### src/rtl/if_pc_unit_if.sv
// Fetch PC control/status bundle between PC-select logic and the fetch PC register.
// No storage; latency belongs to the attached modules.
// No backpressure beyond stallf, which the master drives.
interface if_pc_unit_if #(
    parameter int XLEN = 32
) ();
    logic            stallf;
    logic            redirect_valid;
    logic [XLEN-1:0] redirect_pc;
    logic            exc_valid;
    logic [XLEN-1:0] pcfetch;
    logic [XLEN-1:0] pcplus;
    logic            fetch_valid;
    logic            misalign_err;
    logic [XLEN-1:0] badaddr;

    modport master (
        output stallf, redirect_valid, redirect_pc, exc_valid,
        input  pcfetch, pcplus, fetch_valid, misalign_err, badaddr
    );

    modport slave (
        input  stallf, redirect_valid, redirect_pc, exc_valid,
        output pcfetch, pcplus, fetch_valid, misalign_err, badaddr
    );
endinterface

### src/rtl/if_pc_unit.sv
// Fetch-stage PC: sequential advance, redirects, exceptions, misaligned-target trap.
// Latency: one cycle from any input event to pcfetch; pcplus is combinational.
// Backpressure: stallf holds the PC; a redirect seen under stall is parked until release.
module if_pc_unit #(
    parameter int              XLEN         = 32,
    parameter logic [XLEN-1:0] RESET_VECTOR = 32'h0040_0030,
    parameter logic [XLEN-1:0] EXC_VECTOR   = 32'h8000_0180,
    parameter int              PC_STEP      = 4,
    parameter int              ALIGN_BITS   = 2
) (
    input  logic          clk,
    input  logic          reset,
    if_pc_unit_if.slave   pc_if
);
    typedef enum logic [1:0] {BOOT, RUN, PEND} state_t;

    state_t          state, state_nxt;
    logic [XLEN-1:0] pc_q, pc_nxt;
    logic [XLEN-1:0] pend_q, pend_nxt;
    logic [XLEN-1:0] bad_q, bad_nxt;
    logic            vld_q, vld_nxt;
    logic            err_q, err_nxt;
    logic            misaligned;

    generate
        if (ALIGN_BITS > 0) begin : g_align
            assign misaligned = pc_if.redirect_valid &&
                                (pc_if.redirect_pc[ALIGN_BITS-1:0] != '0);
        end else begin : g_noalign
            assign misaligned = 1'b0;
        end
    endgenerate

    // Redirects arriving in BOOT are not taken; only exceptions act there.
    always_comb begin
        state_nxt = state;
        pc_nxt    = pc_q;
        pend_nxt  = pend_q;
        bad_nxt   = bad_q;
        vld_nxt   = vld_q;
        err_nxt   = 1'b0;
        if (pc_if.exc_valid) begin
            pc_nxt    = EXC_VECTOR;
            vld_nxt   = 1'b1;
            state_nxt = RUN;
        end else if (state == BOOT) begin
            vld_nxt   = 1'b1;
            state_nxt = RUN;
        end else if (misaligned) begin
            pc_nxt    = EXC_VECTOR;
            bad_nxt   = pc_if.redirect_pc;
            err_nxt   = 1'b1;
            vld_nxt   = 1'b1;
            state_nxt = RUN;
        end else if (pc_if.redirect_valid && !pc_if.stallf) begin
            pc_nxt    = pc_if.redirect_pc;
            vld_nxt   = 1'b1;
            state_nxt = RUN;
        end else if (pc_if.redirect_valid) begin
            // Park the target and kill the wrong-path fetch; last redirect wins.
            pend_nxt  = pc_if.redirect_pc;
            vld_nxt   = 1'b0;
            state_nxt = PEND;
        end else if (pc_if.stallf) begin
            state_nxt = state;
        end else if (state == PEND) begin
            pc_nxt    = pend_q;
            vld_nxt   = 1'b1;
            state_nxt = RUN;
        end else begin
            pc_nxt    = pc_q + XLEN'(PC_STEP);
        end
    end

    always_ff @(posedge clk) begin
        if (reset) begin
            state  <= BOOT;
            pc_q   <= RESET_VECTOR;
            pend_q <= '0;
            bad_q  <= '0;
            vld_q  <= 1'b0;
            err_q  <= 1'b0;
        end else begin
            state  <= state_nxt;
            pc_q   <= pc_nxt;
            pend_q <= pend_nxt;
            bad_q  <= bad_nxt;
            vld_q  <= vld_nxt;
            err_q  <= err_nxt;
        end
    end

    assign pc_if.pcfetch      = pc_q;
    assign pc_if.pcplus       = pc_q + XLEN'(PC_STEP);
    assign pc_if.fetch_valid  = vld_q;
    assign pc_if.misalign_err = err_q;
    assign pc_if.badaddr      = bad_q;
endmodule

### src/flat_wrapper.sv
// flat-port wrapper written by rule: the top's interface ports become plain ports
module if_pc_unit_flat 
#(
    parameter int              XLEN         = 32,
    parameter logic [XLEN-1:0] RESET_VECTOR = 32'h0040_0030,
    parameter logic [XLEN-1:0] EXC_VECTOR   = 32'h8000_0180,
    parameter int              PC_STEP      = 4,
    parameter int              ALIGN_BITS   = 2
)
  (clk, reset, pc_if_stallf, pc_if_redirect_valid, pc_if_redirect_pc, pc_if_exc_valid, pc_if_pcfetch, pc_if_pcplus, pc_if_fetch_valid, pc_if_misalign_err, pc_if_badaddr);
  if_pc_unit_if #(.XLEN(XLEN)) pc_if_i ();
  input  logic clk;
  input  logic reset;
  input wire logic [$bits(pc_if_i.stallf)-1:0] pc_if_stallf;
  input wire logic [$bits(pc_if_i.redirect_valid)-1:0] pc_if_redirect_valid;
  input wire logic [$bits(pc_if_i.redirect_pc)-1:0] pc_if_redirect_pc;
  input wire logic [$bits(pc_if_i.exc_valid)-1:0] pc_if_exc_valid;
  output wire logic [$bits(pc_if_i.pcfetch)-1:0] pc_if_pcfetch;
  output wire logic [$bits(pc_if_i.pcplus)-1:0] pc_if_pcplus;
  output wire logic [$bits(pc_if_i.fetch_valid)-1:0] pc_if_fetch_valid;
  output wire logic [$bits(pc_if_i.misalign_err)-1:0] pc_if_misalign_err;
  output wire logic [$bits(pc_if_i.badaddr)-1:0] pc_if_badaddr;
  assign pc_if_i.stallf = pc_if_stallf;
  assign pc_if_i.redirect_valid = pc_if_redirect_valid;
  assign pc_if_i.redirect_pc = pc_if_redirect_pc;
  assign pc_if_i.exc_valid = pc_if_exc_valid;
  assign pc_if_pcfetch = pc_if_i.pcfetch;
  assign pc_if_pcplus = pc_if_i.pcplus;
  assign pc_if_fetch_valid = pc_if_i.fetch_valid;
  assign pc_if_misalign_err = pc_if_i.misalign_err;
  assign pc_if_badaddr = pc_if_i.badaddr;
  if_pc_unit #(.XLEN(XLEN), .RESET_VECTOR(RESET_VECTOR), .EXC_VECTOR(EXC_VECTOR), .PC_STEP(PC_STEP), .ALIGN_BITS(ALIGN_BITS)) u_core (.clk(clk), .reset(reset), .pc_if(pc_if_i));
endmodule
### config.mk
export PLATFORM = sky130hd
export DESIGN_NAME = if_pc_unit_flat
export DESIGN_NICKNAME = d
export VERILOG_FILES = /design/src/rtl/if_pc_unit_if.sv /design/src/rtl/if_pc_unit.sv /design/src/flat_wrapper.sv
export SDC_FILE = /design/constraint.sdc
export NUM_CORES = 1
export LEC_CHECK = 0
export ABC_AREA = 0
export BUFFER_PORTS_ARGS = -buffer_cell sky130_fd_sc_hd__clkbuf_2
export CAP_MARGIN = 30
export CORE_ASPECT_RATIO = 1.1
export CORE_MARGIN = 4
export CORE_UTILIZATION = 50
export CTS_BUF_LIST = sky130_fd_sc_hd__clkbuf_2
export DETAILED_ROUTE_END_ITERATION = 10
export GPL_ROUTABILITY_DRIVEN = 0
export GPL_TIMING_DRIVEN = 0
export PLACE_DENSITY_LB_ADDON = 0.05
export SLEW_MARGIN = 5
export SYNTH_ARGS = -nofsm -noshare
export SYNTH_HDL_FRONTEND = slang
export SYNTH_SLANG_ARGS = --single-unit
export TNS_END_PERCENT = 100
### constraint.sdc
create_clock -name clk -period 4.2 [get_ports clk]
set_clock_uncertainty 0.15 [all_clocks]
set_input_delay 0.42 -clock clk [delete_from_list [all_inputs] [get_ports clk]]
set_output_delay 0.42 -clock clk [all_outputs]
set_load 0.01 [all_outputs]
==> metrics <==
outcome=finished, final reports clean; Slew @ Worst Pin=933 ps; CP Capture Type=primary output; final setup TNS=0 ps; CTS clock-pin slew for the worst setup and hold paths=220 ps; fin cells=872; nets@finish=790; initial antenna violation count=0; routed length per instance=17.9 µm; first-pass GRT wire length=24700 µm; Gate Count Post-Synth=576; Worst Setup Start Kind=register; Critical Path AT=2940 ps; cts bufs inserted=9; Port Buffers=133; Ys Warns=0; postcts setup bufs=0; H-tree Lvls=3; Multi-input gate area=0.00258 mm²; CP Max Fanout=9; initial core utilization=51.0%; Pwr Total=1.64 mW; die area=0.0112 mm²; grt total ovfl=0; share of post-route cells with drive strength above 1=23.2%; fillcell total=899; DRT Wirelength=15600 µm; Max Cap Viol=0; Synth Flop Type=dfxtp_1; CTS Sinks=99; Tot GR Track Use=27.8%; Post-Synthesis Cell Area=0.00477 mm²; vias per inst=5.72; Critical Path RT=3630 ps; Vias=4988; Max clock buf depth=2; IO Pins=135; largest net degree at the start of global routing=15; First-pass DRT Iterations=6; core region area=0.00935 mm²; Distinct cells, synth=55; register area=0.00198 mm²; Async SR Flop Fraction=0%; Slew HR=37.1%; commonest non-fill, non-tap cell in the layout=clkbuf_2; ant diodes=0; die height=110 µm; final hold vios=0; post-layout minimum cycle time=3510 ps; Seq cells post-synth=99; commonest cells after routing, fill and taps aside=clkbuf_2 (144), dfxtp_1 (99), nand2_1 (92), nor2_1 (67), a21oi_1 (47); Final Max Slew Viols=0; # DRC=0; Max VDD drop=168 µV; Clock Tree Root=clkbuf_2; TritonCTS clock tree=built; vias in the first global route=4721; Post-Place Cells=826; Hold Slack=41.2 ps; Final period util=83.7%; count of flip-flops with a built-in enable after synthesis=0; RSZ-0062 raised after global routing=no; hpwl dp=11500 µm; die width=101 µm; Std-Cell Rows=37; Avg Synthesized Cell Area=8.28 µm²; min-delay worst type=in2reg; clk_lat worst skew=580 ps; CTS resizes=0; register area share after synthesis=41.6%; Pleak=2.75 nW; DRT antenna net count=0; pwr dens=273 mW/mm²; Final Setup Violations=0; kind of critical path=reg2out; FMAX=0.285 GHz; DRT iter0 DRCs=376; Area growth syn-to-layout=25.7%; syn_nets=614
critical path, cell delays in order (launching register included):
cell and delay, ps:
dfxtp_1 530, ha_1 250, nand3_1 420, nor4_4 520, nand3_1 150, xnor2_1 310
clkbuf_2 200
kinds of logic (layout without fill, tap and decap cells):
| kind of cell | Yosys count | in the layout | synth area share, % |
|---|---|---|---|
| muxes | 35 | 35 | 7.37 |
| xor gates and xnor gates | 26 | 26 | 4.77 |
| buffers and inverters | 45 | 224 | 4.30 |
| AOI/OAI and AO/OA | 134 | 134 | 18.2 |
| adders and majority gates | 1 | 1 | 0.262 |
| and+or+nand+nor | 236 | 236 | 23.6 |
| DFF | 99 | 99 | 41.6 |
final cells by class:
cell class	instances	share of cell area, %
Buffer	41	3.17
Clock buffer	10	0.835
Clock inverter	4	0.730
Inverter	4	0.250
Multi-Input combinational cell	432	43.1
Sequential cell	99	33.1
Tap cell	117	2.44
Timing Repair Buffer	165	16.4
cells in the mapped netlist, types with 4 or more instances:
library cell  instances  area (µm²)
buf_2                13        65.1
xnor2_1              16         140
nand4_1               7        43.8
o21ai_0              19        95.1
mux2i_1              34         340
nor2b_1               4        25.0
o22ai_1               7        43.8
nand2_1              92         345
a22oi_1              19         143
xor2_1               10        87.6
clkbuf_1             22        82.6
inv_1                 4        15.0
dfxtp_1              99        1980
and3_1                8        50.1
nor4_1                5        31.3
a21oi_1              47         235
nor3_1                7        35.0
a221o_1               6        60.1
buf_4                 5        37.5
a31oi_1               4        25.0
nand3_1              24         120
nor2_1               67         251
a21o_1                5        37.5
state kept, by name, indices dropped and copies added (netlist names):
signal / count
u_core.pc_if.badaddr: 32
u_core.pc_if.misalign_err: 1
u_core.pc_if.pcfetch: 32
u_core.pend_q: 32
u_core.state: 2
timing repair:
item                       CTS  global route
hold buffers                32             0
hold endpoints to repair    64             0
setup endpoints to repair    0             0
worst paths after layout:
path	start	cells past startpoint	endpoint	slack (ps)
max	u_core.pc_if.pcfetch[2]	6	pc_if_pcplus[22]	690
min	pc_if_exc_valid	2	u_core.pc_if.pcfetch[5]	40
max reg2reg	u_core.pc_if.pcfetch[2]	6	u_core.pc_if.pcfetch[20]	1570
min reg2reg	u_core.pc_if.badaddr[29]	2	u_core.pc_if.badaddr[29]	320
routing by layer:
| layer | track usage [%] | vias to the layer above | part of all wire (%) |
|---|---|---|---|
| li1 | - | 2399 | - |
| met1 | 38.3 | 2314 | 43 |
| met2 | 42.5 | 246 | 46 |
| met3 | 5.18 | 29 | 8.6 |
| met4 | 11.7 | 0 | 2.4 |
| met5 | 0 | - | 0 |
through the flow:
stage | worst slack (ps) | instance area [µm²] | utilization [%]
after CTS | 706 | 6000 | 64.1
after global placement | 1370 | 5580 | 59.7
after detailed placement | 1370 | 5580 | 59.7
final | 686 | 6000 | 64.1
after floorplan | 1880 | 4770 | -
after global routing | 536 | 6000 | 64.1
power by group:
part	internal, mW	switching [mW]
registers	0.963	0.0184
logic	0.0873	0.129
clock network	0.130	0.310
Power figures use the tool's default switching activity.
